`config.mk`:
```
export PLATFORM = sky130hd
export DESIGN_NAME = ipc_link_ctrl_flat
export DESIGN_NICKNAME = d
export VERILOG_FILES = /design/src/rtl/ipc_link_ctrl_pkg.sv /design/src/rtl/ipc_link_ctrl_if.sv /design/src/rtl/ipc_link_ctrl_sync2.sv /design/src/rtl/ipc_link_ctrl.sv /design/src/flat_wrapper.sv
export SDC_FILE = /design/constraint.sdc
export NUM_CORES = 1
export LEC_CHECK = 0
export ABC_AREA = 1
export BUFFER_PORTS_ARGS = -buffer_cell sky130_fd_sc_hd__buf_4
export CAP_MARGIN = 20
export CORE_MARGIN = 4
export CORE_UTILIZATION = 45
export CTS_CLUSTER_SIZE = 28
export DETAILED_ROUTE_END_ITERATION = 7
export PLACE_DENSITY_LB_ADDON = 0.12
export SYNTH_ARGS = -nofsm -noshare
export SYNTH_HDL_FRONTEND = slang
export SYNTH_SLANG_ARGS = --single-unit
export TNS_END_PERCENT = 1
```
`constraint.sdc`:
```
create_clock -name clk -period 3.7 [get_ports clk]
set_input_delay 1.11 -clock clk [delete_from_list [all_inputs] [get_ports clk]]
set_output_delay 1.11 -clock clk [all_outputs]
set_load 0.03 [all_outputs]
```
`src/rtl/ipc_link_ctrl_pkg.sv`:
```
// ql_ipc_pkg: shared definitions for the host-side IPC serial link sequencer.
//   - link_state_e : sequencer FSM states
//   - DefTimeout   : default ce_11m ticks to wait for a comctrl edge
//   - DefStartLen  : default ce_11m ticks comdata_out is held low to mark a bit start
//   - MaxBits      : upper clamp for command/reply bit counts
//   - clamp_len    : bit-count clamp helper
package ql_ipc_pkg;

    localparam int unsigned DefTimeout  = 4095;
    localparam int unsigned DefStartLen = 4;
    localparam int unsigned MaxBits     = 8;

    typedef enum logic [2:0] {
        StIdle,
        StStart,
        StWaitAck,
        StData,
        StNext,
        StDone,
        StErr
    } link_state_e;

    // Clamp a requested bit count to MaxBits; with min_one a zero count becomes 1.
    function automatic logic [3:0] clamp_len(input logic [3:0] len, input logic min_one);
        logic [3:0] res;
        res = len;
        if (len > 4'(MaxBits)) begin
            res = 4'(MaxBits);
        end else if (min_one && (len == 4'd0)) begin
            res = 4'd1;
        end
        return res;
    endfunction

endpackage

```
`src/rtl/ipc_link_ctrl_if.sv`:
```
// ipc_link_ctrl_if: request/response bus plus the IPC serial lines of ipc_link_ctrl.
//   slave  modport : the sequencer (accepts requests, drives comdata_out)
//   master modport : the requester / IPC side
//   req_valid/req_ready, tx_data[7:0], tx_len[3:0], rx_len[3:0] : transaction request
//   rsp_valid, rsp_data[7:0], rsp_err, busy                      : transaction result
//   comctrl, comdata_in, comdata_out                             : IPC serial link
interface ipc_link_ctrl_if;
    logic       req_valid;
    logic       req_ready;
    logic [7:0] tx_data;
    logic [3:0] tx_len;
    logic [3:0] rx_len;
    logic       rsp_valid;
    logic [7:0] rsp_data;
    logic       rsp_err;
    logic       busy;
    logic       comctrl;
    logic       comdata_in;
    logic       comdata_out;

    modport slave (
        input  req_valid, tx_data, tx_len, rx_len, comctrl, comdata_in,
        output req_ready, rsp_valid, rsp_data, rsp_err, busy, comdata_out
    );

    modport master (
        output req_valid, tx_data, tx_len, rx_len, comctrl, comdata_in,
        input  req_ready, rsp_valid, rsp_data, rsp_err, busy, comdata_out
    );
endinterface

```
`src/rtl/ipc_link_ctrl_sync2.sv`:
```
// sync2: two-flop synchronizer for asynchronous inputs.
//   i_clk    : destination clock
//   i_rst_n  : asynchronous active-low reset, loads ResetVal
//   i_d      : asynchronous input bits
//   o_q      : synchronized output (2 clk latency)
module sync2 #(
    parameter int unsigned         Width    = 1,
    parameter logic [Width-1:0]    ResetVal = '0
) (
    input  logic             i_clk,
    input  logic             i_rst_n,
    input  logic [Width-1:0] i_d,
    output logic [Width-1:0] o_q
);

    logic [Width-1:0] r_meta;
    logic [Width-1:0] r_sync;

    always_ff @(posedge i_clk or negedge i_rst_n) begin
        if (!i_rst_n) begin
            r_meta <= ResetVal;
            r_sync <= ResetVal;
        end else begin
            r_meta <= i_d;
            r_sync <= r_meta;
        end
    end

    assign o_q = r_sync;

endmodule

```
`src/rtl/ipc_link_ctrl.sv`:
```
// ipc_link_ctrl: host-side sequencer for the 8049 IPC serial link (comctrl/comdata).
// One transaction at a time: 1-8 command bits MSB first, then 0-8 reply bits.
// Each bit: comdata_out low for START_LEN ticks, wait for comctrl falling (ack),
// present/release data, finish on comctrl rising. Any wait longer than TIMEOUT
// ce_11m ticks aborts with rsp_err.
//   clk, reset_n : system clock, asynchronous active-low reset
//   ce_11m       : tick enable for all timing counters
//   bus          : request/response handshake and IPC serial lines (slave modport)
module ipc_link_ctrl
    import ql_ipc_pkg::*;
#(
    parameter int unsigned TIMEOUT   = DefTimeout,
    parameter int unsigned START_LEN = DefStartLen
) (
    input  logic               clk,
    input  logic               reset_n,
    input  logic               ce_11m,
    ipc_link_ctrl_if.slave     bus
);

    localparam logic [11:0] TimeoutLast = 12'(TIMEOUT - 1);
    localparam logic [11:0] StartLast   = 12'(START_LEN - 1);

    logic        w_comctrl_s;
    logic        w_comdata_s;
    logic        w_ctrl_fall;
    logic        w_ctrl_rise;
    logic        w_accept;
    logic [3:0]  w_tx_len_c;
    logic [3:0]  w_rx_len_c;

    link_state_e r_state;
    logic        r_comctrl_prev;
    logic [11:0] r_tick_cnt;
    logic [7:0]  r_tx_shift;
    logic [3:0]  r_tx_left;
    logic [3:0]  r_rx_left;
    logic        r_rx_phase;
    logic [7:0]  r_rsp_data;
    logic        r_rsp_valid;
    logic        r_rsp_err;
    logic        r_req_ready;
    logic        r_busy;
    logic        r_comdata_out;

    // Lines idle high, so reset the synchronizers high to avoid a phantom falling edge.
    sync2 #(
        .Width    (1),
        .ResetVal (1'b1)
    ) u_sync_comctrl (
        .i_clk   (clk),
        .i_rst_n (reset_n),
        .i_d     (bus.comctrl),
        .o_q     (w_comctrl_s)
    );

    sync2 #(
        .Width    (1),
        .ResetVal (1'b1)
    ) u_sync_comdata (
        .i_clk   (clk),
        .i_rst_n (reset_n),
        .i_d     (bus.comdata_in),
        .o_q     (w_comdata_s)
    );

    assign w_ctrl_fall = r_comctrl_prev & ~w_comctrl_s;
    assign w_ctrl_rise = ~r_comctrl_prev & w_comctrl_s;
    assign w_accept    = bus.req_valid & r_req_ready;
    assign w_tx_len_c  = clamp_len(bus.tx_len, 1'b1);
    assign w_rx_len_c  = clamp_len(bus.rx_len, 1'b0);

    always_ff @(posedge clk or negedge reset_n) begin
        if (!reset_n) begin
            r_state        <= StIdle;
            r_comctrl_prev <= 1'b1;
            r_tick_cnt     <= '0;
            r_tx_shift     <= '0;
            r_tx_left      <= '0;
            r_rx_left      <= '0;
            r_rx_phase     <= 1'b0;
            r_rsp_data     <= '0;
            r_rsp_valid    <= 1'b0;
            r_rsp_err      <= 1'b0;
            r_req_ready    <= 1'b1;
            r_busy         <= 1'b0;
            r_comdata_out  <= 1'b1;
        end else begin
            r_comctrl_prev <= w_comctrl_s;
            r_rsp_valid    <= 1'b0;

            unique case (r_state)
                StIdle: begin
                    if (w_accept) begin
                        r_state       <= StStart;
                        r_req_ready   <= 1'b0;
                        r_busy        <= 1'b1;
                        r_tx_shift    <= bus.tx_data;
                        r_tx_left     <= w_tx_len_c;
                        r_rx_left     <= w_rx_len_c;
                        r_rx_phase    <= 1'b0;
                        r_rsp_data    <= '0;
                        r_rsp_err     <= 1'b0;
                        r_tick_cnt    <= '0;
                        r_comdata_out <= 1'b0;
                    end
                end

                StStart: begin
                    if (ce_11m) begin
                        if (r_tick_cnt == StartLast) begin
                            r_state    <= StWaitAck;
                            r_tick_cnt <= '0;
                        end else begin
                            r_tick_cnt <= r_tick_cnt + 12'd1;
                        end
                    end
                end

                StWaitAck: begin
                    // Edge is checked first so it wins over a coincident expiry.
                    if (w_ctrl_fall) begin
                        r_state       <= StData;
                        r_tick_cnt    <= '0;
                        r_comdata_out <= r_rx_phase ? 1'b1 : r_tx_shift[7];
                    end else if (ce_11m) begin
                        if (r_tick_cnt == TimeoutLast) begin
                            r_state       <= StErr;
                            r_comdata_out <= 1'b1;
                            r_rsp_valid   <= 1'b1;
                            r_rsp_err     <= 1'b1;
                        end else begin
                            r_tick_cnt <= r_tick_cnt + 12'd1;
                        end
                    end
                end

                StData: begin
                    if (w_ctrl_rise) begin
                        r_state       <= StNext;
                        r_comdata_out <= 1'b1;
                        if (r_rx_phase) begin
                            r_rsp_data <= {r_rsp_data[6:0], w_comdata_s};
                        end
                    end else if (ce_11m) begin
                        if (r_tick_cnt == TimeoutLast) begin
                            r_state       <= StErr;
                            r_comdata_out <= 1'b1;
                            r_rsp_valid   <= 1'b1;
                            r_rsp_err     <= 1'b1;
                        end else begin
                            r_tick_cnt <= r_tick_cnt + 12'd1;
                        end
                    end
                end

                StNext: begin
                    r_comdata_out <= 1'b1;
                    r_tick_cnt    <= '0;
                    if (!r_rx_phase) begin
                        r_tx_left  <= r_tx_left - 4'd1;
                        r_tx_shift <= {r_tx_shift[6:0], 1'b0};
                        if (r_tx_left == 4'd1) begin
                            if (r_rx_left != 4'd0) begin
                                r_rx_phase    <= 1'b1;
                                r_state       <= StStart;
                                r_comdata_out <= 1'b0;
                            end else begin
                                r_state     <= StDone;
                                r_rsp_valid <= 1'b1;
                                r_rsp_err   <= 1'b0;
                            end
                        end else begin
                            r_state       <= StStart;
                            r_comdata_out <= 1'b0;
                        end
                    end else begin
                        r_rx_left <= r_rx_left - 4'd1;
                        if (r_rx_left == 4'd1) begin
                            r_state     <= StDone;
                            r_rsp_valid <= 1'b1;
                            r_rsp_err   <= 1'b0;
                        end else begin
                            r_state       <= StStart;
                            r_comdata_out <= 1'b0;
                        end
                    end
                end

                StDone, StErr: begin
                    // rsp_valid was raised on entry; it drops as we return to idle.
                    r_state       <= StIdle;
                    r_req_ready   <= 1'b1;
                    r_busy        <= 1'b0;
                    r_comdata_out <= 1'b1;
                    r_tick_cnt    <= '0;
                end

                default: begin
                    r_state       <= StIdle;
                    r_req_ready   <= 1'b1;
                    r_busy        <= 1'b0;
                    r_comdata_out <= 1'b1;
                end
            endcase
        end
    end

    assign bus.req_ready   = r_req_ready;
    assign bus.busy        = r_busy;
    assign bus.rsp_valid   = r_rsp_valid;
    assign bus.rsp_data    = r_rsp_data;
    assign bus.rsp_err     = r_rsp_err;
    assign bus.comdata_out = r_comdata_out;

endmodule

```
`src/flat_wrapper.sv`:
```
// flat-port wrapper written by rule: the top's interface ports become plain ports
module ipc_link_ctrl_flat import ql_ipc_pkg::*;
#(
    parameter int unsigned TIMEOUT   = DefTimeout,
    parameter int unsigned START_LEN = DefStartLen
)
  (clk, reset_n, ce_11m, bus_req_valid, bus_tx_data, bus_tx_len, bus_rx_len, bus_comctrl, bus_comdata_in, bus_req_ready, bus_rsp_valid, bus_rsp_data, bus_rsp_err, bus_busy, bus_comdata_out);
  ipc_link_ctrl_if bus_i ();
  input  logic clk;
  input  logic reset_n;
  input  logic ce_11m;
  input wire logic [$bits(bus_i.req_valid)-1:0] bus_req_valid;
  input wire logic [$bits(bus_i.tx_data)-1:0] bus_tx_data;
  input wire logic [$bits(bus_i.tx_len)-1:0] bus_tx_len;
  input wire logic [$bits(bus_i.rx_len)-1:0] bus_rx_len;
  input wire logic [$bits(bus_i.comctrl)-1:0] bus_comctrl;
  input wire logic [$bits(bus_i.comdata_in)-1:0] bus_comdata_in;
  output wire logic [$bits(bus_i.req_ready)-1:0] bus_req_ready;
  output wire logic [$bits(bus_i.rsp_valid)-1:0] bus_rsp_valid;
  output wire logic [$bits(bus_i.rsp_data)-1:0] bus_rsp_data;
  output wire logic [$bits(bus_i.rsp_err)-1:0] bus_rsp_err;
  output wire logic [$bits(bus_i.busy)-1:0] bus_busy;
  output wire logic [$bits(bus_i.comdata_out)-1:0] bus_comdata_out;
  assign bus_i.req_valid = bus_req_valid;
  assign bus_i.tx_data = bus_tx_data;
  assign bus_i.tx_len = bus_tx_len;
  assign bus_i.rx_len = bus_rx_len;
  assign bus_i.comctrl = bus_comctrl;
  assign bus_i.comdata_in = bus_comdata_in;
  assign bus_req_ready = bus_i.req_ready;
  assign bus_rsp_valid = bus_i.rsp_valid;
  assign bus_rsp_data = bus_i.rsp_data;
  assign bus_rsp_err = bus_i.rsp_err;
  assign bus_busy = bus_i.busy;
  assign bus_comdata_out = bus_i.comdata_out;
  ipc_link_ctrl #(.TIMEOUT(TIMEOUT), .START_LEN(START_LEN)) u_core (.clk(clk), .reset_n(reset_n), .ce_11m(ce_11m), .bus(bus_i));
endmodule
```
==> impl_metrics.toml <==
[worst_setup_path]
crit_cells = 1
r2r-start = "u_core.r_state[1]"
r2r_setup_slack_ps = 1830
crit_path_max_incr_delay_ps = 560
r2r_end = "u_core.r_tx_shift[7]"
path_max_fanout = 3
crit_family = "flip-flops"
arrival_ps = 1010
required_ps = 2590
crit_slowest_cell = "dfstp_2"
critPathKind = "register to output pin"
end_kind = "output pin"
worstPathCellList = "buf_4"
crit_path_start_kind = "register"
worst_r2r_path_depth = 7
cp_num_buf_inv = 1

[cts]
cts.htree.levels = 2
clock_path_buffers = 2
tritoncts = "yes"
cts_root_buffer = "clkbuf_8"
numCtsBuffers = 5
cts_resized = 0
hold_buffers = 0
clk_pin_slew_worst_paths_ps = 90
cts.sinks = 50
insertion_delay_ps = 300
post-cts-setup-buffer-count = 0

[outcome]
outcome = "completed"

[placed_design]
dpl.hpwl_um = 4556
port_buffers = 34
gp_congestion = 0.8390

[flow_run]
maxCapViolCount = 0

[logic_synthesis]
netlist_area_um2 = 2899
yosysWarnings = 0
synth_cell_types = 30
syn_nets = 433
ys_seq_area_frac = 0.4346
synth_cells = 404
ys_ff_latch = 50
avgSynthCellArea_um2 = 7.176

[floorplan]
core_um2 = 6096
die_h_um = 88.27
die_area_um2 = 7791
io_pins = 35
rows = 28
start_util = 0.4756
chipWidth_um = 88.27

[timing]
tns_ps = 0
min_period_ps = 2121
fin_hold_ws_ps = 359.3
rsz0062_at_grt = "no"
post-route-period-util = 0.5731
skew_ps = 6.735
fmax_mhz = 471.6
setup_viol = 0
finalMaxSlewViolations = 0
hold_viol = 0
relSlewSlack = 0.5762
worstMarginPinSlew_ps = 635.7

[routing]
route.vias.total = 2611
finalWirelength_um = 6218
ant_nets = 0
routedWlPerCell_um = 12.07
drt_iter0_markers = 121
drc = 0
viasPerCell = 5.070
first_pass_iters = 4

[global_routing]
grt_pass1_vias = 2408
grt_remaining_overflow = 0
grtUsageTotal = 0.1718
antenna_found_initial = 0
grt_max_degree = 51
grt_pass1_wl_um = 10820

[finish]
nFillCells = 606
area_growth_pct = 14.29
multiInputGateArea_um2 = 1385
final_common_cell = "nand2_1"
drive_above_1_share = 0.1386
antennaDiodeCount = 0
final_cell_mix = "nand2_1 (138), inv_1 (49), dfrtp_1 (43), nor2_1 (39)"
regArea_um2 = 1260
fin_nets = 468

[min_path]
hold_class = "register to register"
hold-path-endpoint = "u_core.u_sync_comctrl.o_q"
hp-start = "u_core.u_sync_comctrl.r_meta"
hold_depth = 0

[pwr]
leakagePower_nw = 1.709
power_density_nw_per_um2 = 519.4
irDropWorstVdd_v = 0.0003148
==> cells by family after synthesis <==
logic type      after synthesis  share of synthesized area
simple gates                225                     0.3254
buf+inv                      60                    0.08761
compound gates               57                     0.1070
flops                        50                     0.4346
fa+ha+maj                     7                    0.03021
xor+xnor                      5                    0.01511
==> report_power, final <==
part | switching, mW | leakage [nW] | internal [mW]
registers | 0.106 | 0.572 | 0.677
logic | 0.351 | 1.08 | 0.199
clock network | 0.185 | 0.0585 | 0.203
==> metrics by stage <==
stage               cell area [µm²]  utilization  setup slack, ps  cells  power (mW)
finish                         3313       0.5435             1579    515       1.721
global placement               3201       0.5250             1398    507       1.333
floorplan                      2899            -             1705    404       1.195
global route                   3313       0.5435             1366    515       1.873
CTS                            3313       0.5435             1558    515       1.741
detailed placement             3201       0.5250             1275    507       1.344
==> cells in the mapped netlist <==
| cell type | instances | area [µm²] |
|---|---|---|
| buf_4 | 3 | 22.52 |
| buf_6 | 2 | 22.52 |
| xnor2_1 | 3 | 26.28 |
| a31oi_1 | 9 | 56.30 |
| nor3b_1 | 2 | 15.01 |
| nor2_2 | 2 | 12.51 |
| nor2_1 | 39 | 146.4 |
| ha_1 | 7 | 87.58 |
| a21o_1 | 1 | 7.510 |
| o21ai_2 | 1 | 8.760 |
| a21oi_1 | 6 | 30.03 |
| nor3_1 | 1 | 5.000 |
| or2_0 | 3 | 18.77 |
| buf_2 | 2 | 10.01 |
| xor2_1 | 2 | 17.52 |
| dfstp_2 | 7 | 183.9 |
| o21ai_0 | 35 | 175.2 |
| or2_1 | 1 | 6.260 |
| nand3_2 | 1 | 10.01 |
| dfrtp_1 | 43 | 1076 |
| nand2_1 | 138 | 518.0 |
| inv_1 | 49 | 183.9 |
| o22ai_1 | 4 | 25.02 |
| nand2_4 | 1 | 11.26 |
| o211ai_1 | 1 | 7.510 |
| or2_2 | 2 | 12.51 |
| nand4_1 | 2 | 12.51 |
| nand3b_1 | 4 | 30.03 |
| nand3_1 | 29 | 145.1 |
| inv_2 | 4 | 15.01 |
==> sequential cells by signal (all words and copies together) (netlist names) <==
register and cells:
u_core.u_sync_comctrl.r_meta 1, u_core.r_rx_left 4, u_core.bus.rsp_err 1, u_core.u_sync_comctrl.o_q 1, u_core.bus.comdata_out 1, u_core.bus.busy 1
u_core.u_sync_comdata.r_meta 1, u_core.bus.rsp_valid 1, u_core.r_rx_phase 1, u_core.r_tx_shift 8, u_core.u_sync_comdata.o_q 1, u_core.r_tick_cnt 12
u_core.bus.rsp_data 8, u_core.r_comctrl_prev 1, u_core.r_tx_left 4, u_core.bus.req_ready 1, u_core.r_state 3
==> area by class of cell <==
class,count,share of cell area
timing repair buffer,35,0.07931
tap,75,0.02832
inverter,53,0.06005
sequential,50,0.3803
multi-input combinational,294,0.4181
clock inverter,3,0.01322
clock buffer,5,0.02077
==> how the worst max path moves through the flow <==
stage / from / endpoint
floorplan: bus_req_valid / u_core.r_tick_cnt[3]
global placement: bus_req_valid / u_core.r_tx_shift[3]
detailed placement: bus_req_valid / u_core.r_tx_shift[1]
CTS: u_core.bus.req_ready / bus_req_ready
global route: bus_req_valid / u_core.r_tx_shift[6]
finish: u_core.bus.req_ready / bus_req_ready
==> metal layers <==
layer / vias up / global-route usage / routed length [µm]
li1: 1355 / - / -
met1: 1175 / 0.2475 / 3149
met2: 70 / 0.2678 / 2623
met3: 11 / 0.02793 / 348
met4: 0 / 0.04945 / 95
met5: - / 0 / 0
No activity file was read; power rests on OpenSTA's default activity.
